==> src/rtl/snn_feeder_pkg.sv <==
// ============================================================================
//  Module   : snn_feed_pkg
//  Purpose  : Shared constants, config-select encodings and FSM states for the
//             SNN stimulus feeder.
//  Revision : 1.0  initial release
// ============================================================================
`default_nettype none

package snn_feed_pkg;

    localparam int IMG_SIDE = 6;
    localparam int IMG_LEN  = 2 * IMG_SIDE * IMG_SIDE;
    localparam int KER_LEN  = 9;
    localparam int WGT_LEN  = 4;
    localparam int RES_W    = 10;
    localparam int DATA_W   = 8;
    localparam int CNT_W    = 7;

    typedef enum logic [1:0] {
        SEL_IMG  = 2'd0,
        SEL_KER  = 2'd1,
        SEL_WGT  = 2'd2,
        SEL_NONE = 2'd3
    } cfg_sel_e;

    typedef enum logic [1:0] {
        IDLE = 2'd0,
        SEND = 2'd1,
        WAIT = 2'd2,
        DONE = 2'd3
    } state_e;

endpackage

`default_nettype wire

==> src/rtl/snn_feeder_if.sv <==
// ============================================================================
//  Module   : snn_feeder_if
//  Purpose  : Link between the feeder (master) and the SNN core (slave).
//  Revision : 1.0  initial release
// ============================================================================
`default_nettype none

interface snn_feeder_if;
    import snn_feed_pkg::*;

    logic                snn_in_valid;
    logic [DATA_W-1:0]   snn_img;
    logic [DATA_W-1:0]   snn_ker;
    logic [DATA_W-1:0]   snn_weight;
    logic                snn_out_valid;
    logic [RES_W-1:0]    snn_out_data;

    modport master (
        output snn_in_valid, snn_img, snn_ker, snn_weight,
        input  snn_out_valid, snn_out_data
    );

    modport slave (
        input  snn_in_valid, snn_img, snn_ker, snn_weight,
        output snn_out_valid, snn_out_data
    );

endinterface

`default_nettype wire

==> src/rtl/snn_frame_store.sv <==
// ============================================================================
//  Module   : snn_frame_store
//  Purpose  : Image/kernel/weight register file with range-checked writes and
//             a beat-indexed read mux.
//  Revision : 1.0  initial release
// ============================================================================
`default_nettype none

module snn_frame_store
    import snn_feed_pkg::*;
(
    input  wire logic              clk,
    input  wire logic              rst,
    input  wire logic              we_i,
    input  wire logic [1:0]        sel_i,
    input  wire logic [CNT_W-1:0]  addr_i,
    input  wire logic [DATA_W-1:0] wdata_i,
    input  wire logic [CNT_W-1:0]  rd_idx_i,
    output logic      [DATA_W-1:0] img_o,
    output logic      [DATA_W-1:0] ker_o,
    output logic      [DATA_W-1:0] wgt_o
);

    logic [DATA_W-1:0] img_q [IMG_LEN];
    logic [DATA_W-1:0] ker_q [KER_LEN];
    logic [DATA_W-1:0] wgt_q [WGT_LEN];

    logic img_we;
    logic ker_we;
    logic wgt_we;

    always_comb begin
        img_we = we_i && (sel_i == SEL_IMG) && (addr_i < CNT_W'(IMG_LEN));
        ker_we = we_i && (sel_i == SEL_KER) && (addr_i < CNT_W'(KER_LEN));
        wgt_we = we_i && (sel_i == SEL_WGT) && (addr_i < CNT_W'(WGT_LEN));
    end

    always_ff @(posedge clk) begin
        if (rst) begin
            for (int i = 0; i < IMG_LEN; i++) img_q[i] <= '0;
            for (int i = 0; i < KER_LEN; i++) ker_q[i] <= '0;
            for (int i = 0; i < WGT_LEN; i++) wgt_q[i] <= '0;
        end else begin
            if (img_we) img_q[addr_i]      <= wdata_i;
            if (ker_we) ker_q[addr_i[3:0]] <= wdata_i;
            if (wgt_we) wgt_q[addr_i[1:0]] <= wdata_i;
        end
    end

    // Kernel and weight only occupy the first beats of the burst; later beats read 0.
    always_comb begin
        img_o = (rd_idx_i < CNT_W'(IMG_LEN)) ? img_q[rd_idx_i]      : '0;
        ker_o = (rd_idx_i < CNT_W'(KER_LEN)) ? ker_q[rd_idx_i[3:0]] : '0;
        wgt_o = (rd_idx_i < CNT_W'(WGT_LEN)) ? wgt_q[rd_idx_i[1:0]] : '0;
    end

endmodule

`default_nettype wire

==> src/rtl/snn_feeder.sv <==
// ============================================================================
//  Module   : snn_feeder
//  Purpose  : Streams one stored frame to the SNN core as a 72-beat burst and
//             captures the 10-bit response. Optional wait timeout is enabled
//             with the SNN_FEED_TIMEOUT_EN macro.
//  Revision : 1.0  initial release
// ============================================================================
`default_nettype none

module snn_feeder
    import snn_feed_pkg::*;
#(
    parameter int TIMEOUT_CYC = 255
) (
    input  wire logic              clk,
    input  wire logic              rst,
    input  wire logic              cfg_we,
    input  wire logic [1:0]        cfg_sel,
    input  wire logic [CNT_W-1:0]  cfg_addr,
    input  wire logic [DATA_W-1:0] cfg_wdata,
    input  wire logic              start,
    output logic                   busy,
    output logic                   done,
    output logic      [RES_W-1:0]  result,
    output logic                   timeout,
    snn_feeder_if.master           snn
);

    state_e            state_q, state_d;
    logic [CNT_W-1:0]  cnt_q, cnt_d;
    logic [RES_W-1:0]  result_q, result_d;
    logic              timeout_q, timeout_d;
    logic              busy_q, done_q, in_valid_q;
    logic [DATA_W-1:0] img_q, ker_q, wgt_q;
    logic [DATA_W-1:0] rd_img, rd_ker, rd_wgt;

`ifdef SNN_FEED_TIMEOUT_EN
    localparam int WCNT_W = (TIMEOUT_CYC > 1) ? $clog2(TIMEOUT_CYC) : 1;
    logic [WCNT_W-1:0] wcnt_q, wcnt_d;
    logic              expired;
    assign expired = (wcnt_q == WCNT_W'(TIMEOUT_CYC - 1));
`else
    logic unused_timeout_cyc;
    assign unused_timeout_cyc = (TIMEOUT_CYC != 0);
`endif

    // Read side follows the next beat index so the registered outputs line up with it.
    snn_frame_store u_store (
        .clk      (clk),
        .rst      (rst),
        .we_i     (cfg_we && !busy_q),
        .sel_i    (cfg_sel),
        .addr_i   (cfg_addr),
        .wdata_i  (cfg_wdata),
        .rd_idx_i (cnt_d),
        .img_o    (rd_img),
        .ker_o    (rd_ker),
        .wgt_o    (rd_wgt)
    );

    always_comb begin
        state_d   = state_q;
        cnt_d     = cnt_q;
        result_d  = result_q;
        timeout_d = timeout_q;
`ifdef SNN_FEED_TIMEOUT_EN
        wcnt_d    = wcnt_q;
`endif
        case (state_q)
            IDLE: begin
                if (start) begin
                    state_d = SEND;
                    cnt_d   = '0;
                end
            end
            SEND: begin
                if (cnt_q == CNT_W'(IMG_LEN - 1)) begin
                    state_d = WAIT;
                    cnt_d   = '0;
`ifdef SNN_FEED_TIMEOUT_EN
                    wcnt_d  = '0;
`endif
                end else begin
                    cnt_d = cnt_q + 1'b1;
                end
            end
            WAIT: begin
                if (snn.snn_out_valid) begin
                    result_d  = snn.snn_out_data;
                    timeout_d = 1'b0;
                    state_d   = DONE;
                end
`ifdef SNN_FEED_TIMEOUT_EN
                else if (expired) begin
                    result_d  = '0;
                    timeout_d = 1'b1;
                    state_d   = DONE;
                end else begin
                    wcnt_d = wcnt_q + 1'b1;
                end
`endif
            end
            DONE:    state_d = IDLE;
            default: state_d = IDLE;
        endcase
    end

    always_ff @(posedge clk) begin
        if (rst) begin
            state_q    <= IDLE;
            cnt_q      <= '0;
            result_q   <= '0;
            timeout_q  <= 1'b0;
            busy_q     <= 1'b0;
            done_q     <= 1'b0;
            in_valid_q <= 1'b0;
            img_q      <= '0;
            ker_q      <= '0;
            wgt_q      <= '0;
`ifdef SNN_FEED_TIMEOUT_EN
            wcnt_q     <= '0;
`endif
        end else begin
            state_q    <= state_d;
            cnt_q      <= cnt_d;
            result_q   <= result_d;
            timeout_q  <= timeout_d;
            busy_q     <= (state_d != IDLE);
            done_q     <= (state_d == DONE);
            in_valid_q <= (state_d == SEND);
            img_q      <= (state_d == SEND) ? rd_img : '0;
            ker_q      <= (state_d == SEND) ? rd_ker : '0;
            wgt_q      <= (state_d == SEND) ? rd_wgt : '0;
`ifdef SNN_FEED_TIMEOUT_EN
            wcnt_q     <= wcnt_d;
`endif
        end
    end

    assign busy             = busy_q;
    assign done             = done_q;
    assign result           = result_q;
    assign timeout          = timeout_q;
    assign snn.snn_in_valid = in_valid_q;
    assign snn.snn_img      = img_q;
    assign snn.snn_ker      = ker_q;
    assign snn.snn_weight   = wgt_q;

endmodule

`default_nettype wire

==> src/flat_wrapper.sv <==
// flat-port wrapper written by rule: the top's interface ports become plain ports
module snn_feeder_flat import snn_feed_pkg::*;
#(
    parameter int TIMEOUT_CYC = 255
)
  (clk, rst, cfg_we, cfg_sel, cfg_addr, cfg_wdata, start, busy, done, result, timeout, snn_snn_in_valid, snn_snn_img, snn_snn_ker, snn_snn_weight, snn_snn_out_valid, snn_snn_out_data);
  snn_feeder_if snn_i ();
  input  wire logic clk;
  input  wire logic rst;
  input  wire logic cfg_we;
  input  wire logic [1:0] cfg_sel;
  input  wire logic [CNT_W-1:0] cfg_addr;
  input  wire logic [DATA_W-1:0] cfg_wdata;
  input  wire logic start;
  output logic busy;
  output logic done;
  output logic      [RES_W-1:0] result;
  output logic timeout;
  output wire logic [$bits(snn_i.snn_in_valid)-1:0] snn_snn_in_valid;
  output wire logic [$bits(snn_i.snn_img)-1:0] snn_snn_img;
  output wire logic [$bits(snn_i.snn_ker)-1:0] snn_snn_ker;
  output wire logic [$bits(snn_i.snn_weight)-1:0] snn_snn_weight;
  input wire logic [$bits(snn_i.snn_out_valid)-1:0] snn_snn_out_valid;
  input wire logic [$bits(snn_i.snn_out_data)-1:0] snn_snn_out_data;
  assign snn_snn_in_valid = snn_i.snn_in_valid;
  assign snn_snn_img = snn_i.snn_img;
  assign snn_snn_ker = snn_i.snn_ker;
  assign snn_snn_weight = snn_i.snn_weight;
  assign snn_i.snn_out_valid = snn_snn_out_valid;
  assign snn_i.snn_out_data = snn_snn_out_data;
  snn_feeder #(.TIMEOUT_CYC(TIMEOUT_CYC)) u_core (.clk(clk), .rst(rst), .cfg_we(cfg_we), .cfg_sel(cfg_sel), .cfg_addr(cfg_addr), .cfg_wdata(cfg_wdata), .start(start), .busy(busy), .done(done), .result(result), .timeout(timeout), .snn(snn_i));
endmodule
==> config.mk <==
export PLATFORM = sky130hd
export DESIGN_NAME = snn_feeder_flat
export DESIGN_NICKNAME = d
export VERILOG_FILES = /design/src/rtl/snn_feeder_pkg.sv /design/src/rtl/snn_feeder_if.sv /design/src/rtl/snn_frame_store.sv /design/src/rtl/snn_feeder.sv /design/src/flat_wrapper.sv
export SDC_FILE = /design/constraint.sdc
export NUM_CORES = 2
export LEC_CHECK = 0
export ABC_AREA = 1
export ABC_CLOCK_PERIOD_IN_PS = 3950
export CELL_PAD_IN_SITES_DETAIL_PLACEMENT = 2
export CELL_PAD_IN_SITES_GLOBAL_PLACEMENT = 2
export CORE_ASPECT_RATIO = 1.1
export CORE_UTILIZATION = 35
export DETAILED_ROUTE_END_ITERATION = 7
export PLACE_DENSITY_LB_ADDON = 0.1
export REMOVE_ABC_BUFFERS = 1
export SLEW_MARGIN = 15
export SYNTH_ARGS = -nofsm -noshare
export SYNTH_HDL_FRONTEND = slang
export SYNTH_SLANG_ARGS = --single-unit
==> constraint.sdc <==
create_clock -name clk -period 3.95 [get_ports clk]
set_input_delay 1.185 -clock clk [delete_from_list [all_inputs] [get_ports clk]]
set_output_delay 1.185 -clock clk [all_outputs]
set_load 0.005 [all_outputs]
# == Word level (Yosys, flattened, before mapping) ==
# Memory sizes are Yosys's and may differ from the RTL's. A register that Yosys moved wholly into a read port is not among the register bits.
# Index checks and enable logic that the tools add are counted.
# totals
inputBits,32
regBits,22
mem_bits_rw,680
memories,3
# op_classes
magnitude_cmp,6
n_eq_ne,8
n_reduce_logical,18
addsub,1
bitwise,4
muxes,27
# memory_table
memory,depth,width,read_ports,rd_ports_with_merged_regs,wr,line_no,rtl
u_core.u_store.img_q,72,8,1,1,72,snn_frame_store.sv:24,logic [DATA_W-1:0] img_q [IMG_LEN];
u_core.u_store.ker_q,9,8,1,1,9,snn_frame_store.sv:25,logic [DATA_W-1:0] ker_q [KER_LEN];
u_core.u_store.wgt_q,4,8,1,1,4,snn_frame_store.sv:26,logic [DATA_W-1:0] wgt_q [WGT_LEN];
# op_table
cell,count
$mux W8,3
$reduce_or A8 Y1,3
$mux W7,3
$lt A7 B3 Y1 const B,2
$lt A7 B4 Y1 const B,2
$lt A7 B7 Y1 const B,2
$mux W1,14
$pmux W7 S2,1
$reduce_or A3 Y1,3
$eq A2 B2 Y1 const B,4
$mux W2,4
$pmux W2 S4,1
$add A7 B1 Y7 const B,1
$eq A7 B7 Y1 const B,1
$logic_and A1 B1 Y1,7
$eq A2 B1 Y1 const B,3
$logic_not A2 Y1,2
$mux W4,1
$not A1 Y1,4
$reduce_and A2 Y1,1
$reduce_bool A2 Y1,1
$logic_not A1 Y1,1

# == Longest topological paths before layout ==
# depth
depth_word,9
mapped_depth,19
ltp_nobuf,18

# == Modules after synthesis ==
# Synthesis repeated with hierarchy kept, for this count alone.
# unflattened
hier_cells,3450
area_unflattened_um2,32965.4
# modules_own_cells
mod,n_inst,area_per_inst_um2,cells_per_inst
snn_frame_store,1,31146.1,3237
snn_feeder,1,1819.2,213

# == Worst setup path before layout ==
# Ideal clock, no wire load.
# synth_path
path_type,in2reg
from,input port cfg_addr[3]
to,memory u_core.u_store.img_q[11][0] (enable)
stages,9
n_path_buf,2
t_required_ns,3.621
setup_slack_ns,0.767
arrival_ns,2.854
setup_ns,0.329
path_cell_list,clkbuf_1 > nor2_1 > inv_1 > o21ai_0 > nand2_1 > clkbuf_1 > nor3_1 > nand2_1 > nand2_1
# synth_rtl
element,line_no,rtl
"start, declared",flat_wrapper.sv:12,input wire logic [CNT_W-1:0] cfg_addr;
"end, declared",snn_frame_store.sv:24,

# == Worst setup path in the final report ==
# layout_path
from,input port start
to,"register u_core.img_q[2], in the netlist u_core.snn.snn_img[2], read port of u_core.u_store.img_q"
# layout_via
elab_chain_len,5
# layout_rtl
element,line_no,rtl
"start, declared",flat_wrapper.sv:14,input wire logic start;
$mux W7 or $mux W2 (tied branches),snn_feeder.sv:71,if (start) begin
$pmux W7 S2 or $pmux W2 S4 (tied branches),snn_feeder.sv:69,case (state_q)
$lt A7 B7 Y1 or $eq A2 B1 Y1 (tied branches),"snn_frame_store.sv:52, snn_feeder.sv:131",
$not A1 Y1 (no line),--,
$reduce_or A3 Y1 (no line),--,
"end, declared",snn_feeder.sv:34,"logic [DATA_W-1:0] img_q, ker_q, wgt_q;"
# Several ways; a longest one is shown, not always the timed one.
# A chain may end at the register's enable or synchronous reset.

==> metrics <==
vias in the first global route 45477; status completed; Arr. time, crit path 4330 ps; part of the power in combinational logic 11.8%; CP Launch Type primary input; Max Fclk 0.276 GHz; Worst-Skew Late Latency 790 ps; Root Buffer clkbuf_16; sequential area share after synthesis 66.1%; Num CTS Buffers 140; crit path time final 3620 ps; Pre-antenna DRT Iters 5; worst min path class flop to flop; #FFs+latches synth 1188; slew margin rel. 37.9%; vias 41288; initial antenna violation count 5; Avg WL per Cell 23.6 µm; H-tree depth reported by CTS 4; Routability Congestion 0.840; final worst slack 329 ps; synthesized instance count 5361; Sw Ratio 25.9%; synthesized cell area 53300 µm²; DP Area 60700 µm²; WL final 194 mm; kind of critical path primary input to flop; Finished Cell Area 65100 µm²; Final Cycle Share 91.7%; Worst EP required 4660 ps; post-CTS resize count 0; I/O Buffers 68; Primary FF master, synth edfxtp_1; slowest CP cell clkdlybuf4s50_1; final setup fails 0; die width 374 µm; synth warn 0; final hold violation count 0; CTS tree done; Max Cap Viol 0; CTS Sinks 1188; Die Y 411 µm; core area 150000 µm²; clk_skew 26.2 ps; fin. max-slew vios 0; critical path peak fanout 34; Row Count 149; DRC 0; first-pass GRT wire length 290 mm; LEAKAGE 27.6 nW; CP bufs+invs 5; Clock transition at path regs 60 ps; CP endpoint kind flop; CP top delay family simple AND/OR/NAND/NOR gates; remaining antenna violation count 0; clock buffer depth 3; Util after Layout 43.3%; Post-synth EDFFs 1142; Power per Cell Area 475 nW/µm²; largest net degree at the start of global routing 86; pre-CTS setup slack -466 ps; Slew @ Worst Pin 931 ps; Flop pwr share 47.4%; Most Frequent Cell on Critical Path nand2_1; CP cell instances clkdlybuf4s50_1, nand2_2, buf_4, nand2_1, nand2_1, nand3_4, buf_12, buf_12, buf_4, nand3_1, nand2_1, nand2_1, nand2_1, nand2_1, nand3_1, nand3_1, nand3_1, nor2_1, nor2_1; Starting DRT DRC Count 2577; clock network power share 40.8%; Int Power 0.0229 W; initial core utilization 35.4%; CP max stage delay 570 ps; Unique masters post-synth 46; Post-Syn Area per Cell 9.94 µm²; Final #Nets 6150; synth-to-layout area growth 22.3%; area of the die 154000 µm²; DR vias/cell 5.04; num ports 70; sw power 0.00801 W; RSZ-0062 raised after global routing no; post-CTS setup buffer count 0; asr flop ratio synth 0%; VDD IR max 0.000461 V; post-DP HPWL 129 mm; Overflow after GRT 0; all-layer global routing usage 25.4%; share of layout cells above drive strength 1 10.8%; # hold bufs at CTS 0
## final timing paths
check / startpoint / to / slack, ps / cells after the start
max: start / u_core.snn.snn_img[2]$_SDFF_PP0_ / 330 / 19
max reg2reg: u_core.cnt_q[1]$_SDFF_PP0_ / u_core.snn.snn_img[2]$_SDFF_PP0_ / 450 / 16
min: u_core.result[4]$_SDFFE_PP0P_ / u_core.result[4]$_SDFFE_PP0P_ / 470 / 2
min reg2reg: u_core.result[4]$_SDFFE_PP0P_ / u_core.result[4]$_SDFFE_PP0P_ / 470 / 2
## synth_stat cells, types with 15 or more instances
library cell  count  area (µm²)
a21oi_1          71         355
nand3_1         522        2610
clkbuf_1        149         559
nand3b_1        149        1120
nor2_1          891        3340
o21ai_1          30         150
edfxtp_1       1142       34300
buf_1            15        56.3
o21bai_1         16         120
buf_2           154         771
o211ai_1         94         706
buf_4            15         113
nand2_1        1529        5740
dfxtp_1          46         921
o21ai_0          71         355
inv_1           368        1380
## kinds of logic after synthesis
| kind of cell | after synthesis | share of synthesized area [%] |
|---|---|---|
| xor+xnor | 1 | 0.0164 |
| compound gates | 309 | 3.57 |
| buf+inv | 722 | 5.59 |
| flops | 1188 | 66.1 |
| simple gates | 3139 | 24.7 |
| fa+ha+maj | 1 | 0.0235 |
| other cells | 1 | 0.00704 |
## worst register-to-register path, stage by stage, from the launching register on
cell and delay [ps]:
dfxtp_1 430, ha_1 220, nand2_1 100, nor2_1 220, nand3_4 190, nand2_8 210, buf_4 360, buf_12 300
nand2_1 140, nand3_1 80, nand3_1 110, nand3_1 100, nand3_1 150, nand3_1 380, nand3_1 210, nor2_1 150
nor2_1 50
## power groups by stage
stage | Clock (W) | Sequential, W | Combinational [W]
after floorplan | 0 | 0.0148 | 0.00197
after global placement | 0 | 0.0149 | 0.00360
after detailed placement | 0 | 0.0149 | 0.00368
after CTS | 0.0129 | 0.0147 | 0.00372
after global routing | 0.0134 | 0.0147 | 0.00403
final | 0.0126 | 0.0147 | 0.00366
## layout make-up
class	count	area, µm²
antenna	1	2.50
clock buffer	190	3960
inverter	387	1480
fill	16051	85300
multi-input combinational	3913	16900
timing repair buffer	487	4690
clock inverter	62	432
tap	1963	2460
sequential	1188	35200
## state kept, by name, indices dropped and copies added (netlist names)
signal,flops
u_core.busy,1
u_core.cnt_q,7
u_core.done,1
u_core.result,10
u_core.snn.snn_img,8
u_core.snn.snn_in_valid,1
u_core.snn.snn_ker,8
u_core.snn.snn_weight,8
u_core.state_q,2
u_core.u_store.img_q,1024
u_core.u_store.ker_q,86
u_core.u_store.wgt_q,32
## through the flow
stage / power (W) / std cells / setup TNS, ps / hold slack (ps)
global route: 0.0321 / 8190 / 0 / 496
detailed placement: 0.0186 / 7935 / -3030 / 460
finish: 0.0310 / 8191 / 0 / 467
CTS: 0.0313 / 8187 / 0 / 468
global placement: 0.0185 / 7935 / -2610 / 453
floorplan: 0.0168 / 5488 / -239330 / 456
## cell usage in the layout (no fill, tap or decap), types with 60 or more instances in the layout
| cell | netlist | layout |
|---|---|---|
| o211ai_1 | 94 | 94 |
| nand3_1 | 522 | 521 |
| nor2_1 | 891 | 890 |
| clkdlybuf4s50_1 | 0 | 60 |
| edfxtp_1 | 1142 | 1142 |
| buf_4 | 15 | 347 |
| conb_1 | 1 | 463 |
| nand3b_1 | 149 | 149 |
| inv_1 | 368 | 367 |
| a21oi_1 | 71 | 71 |
| buf_12 | 0 | 72 |
| o21ai_0 | 71 | 71 |
| clkbuf_16 | 0 | 148 |
| nand2_1 | 1529 | 1527 |
## per-layer routing
layer / vias to the layer above / GRT usage (%) / wire length, µm / share of wire [%]
met5: - / 0 / 13 / 0.0067
met4: 2 / 6.92 / 4690 / 2.4
met3: 238 / 2.98 / 6180 / 3.2
met2: 641 / 46.0 / 100000 / 52
met1: 21485 / 31.7 / 82600 / 43
li1: 18922 / - / - / -
(Power assumes the default switching activity.)
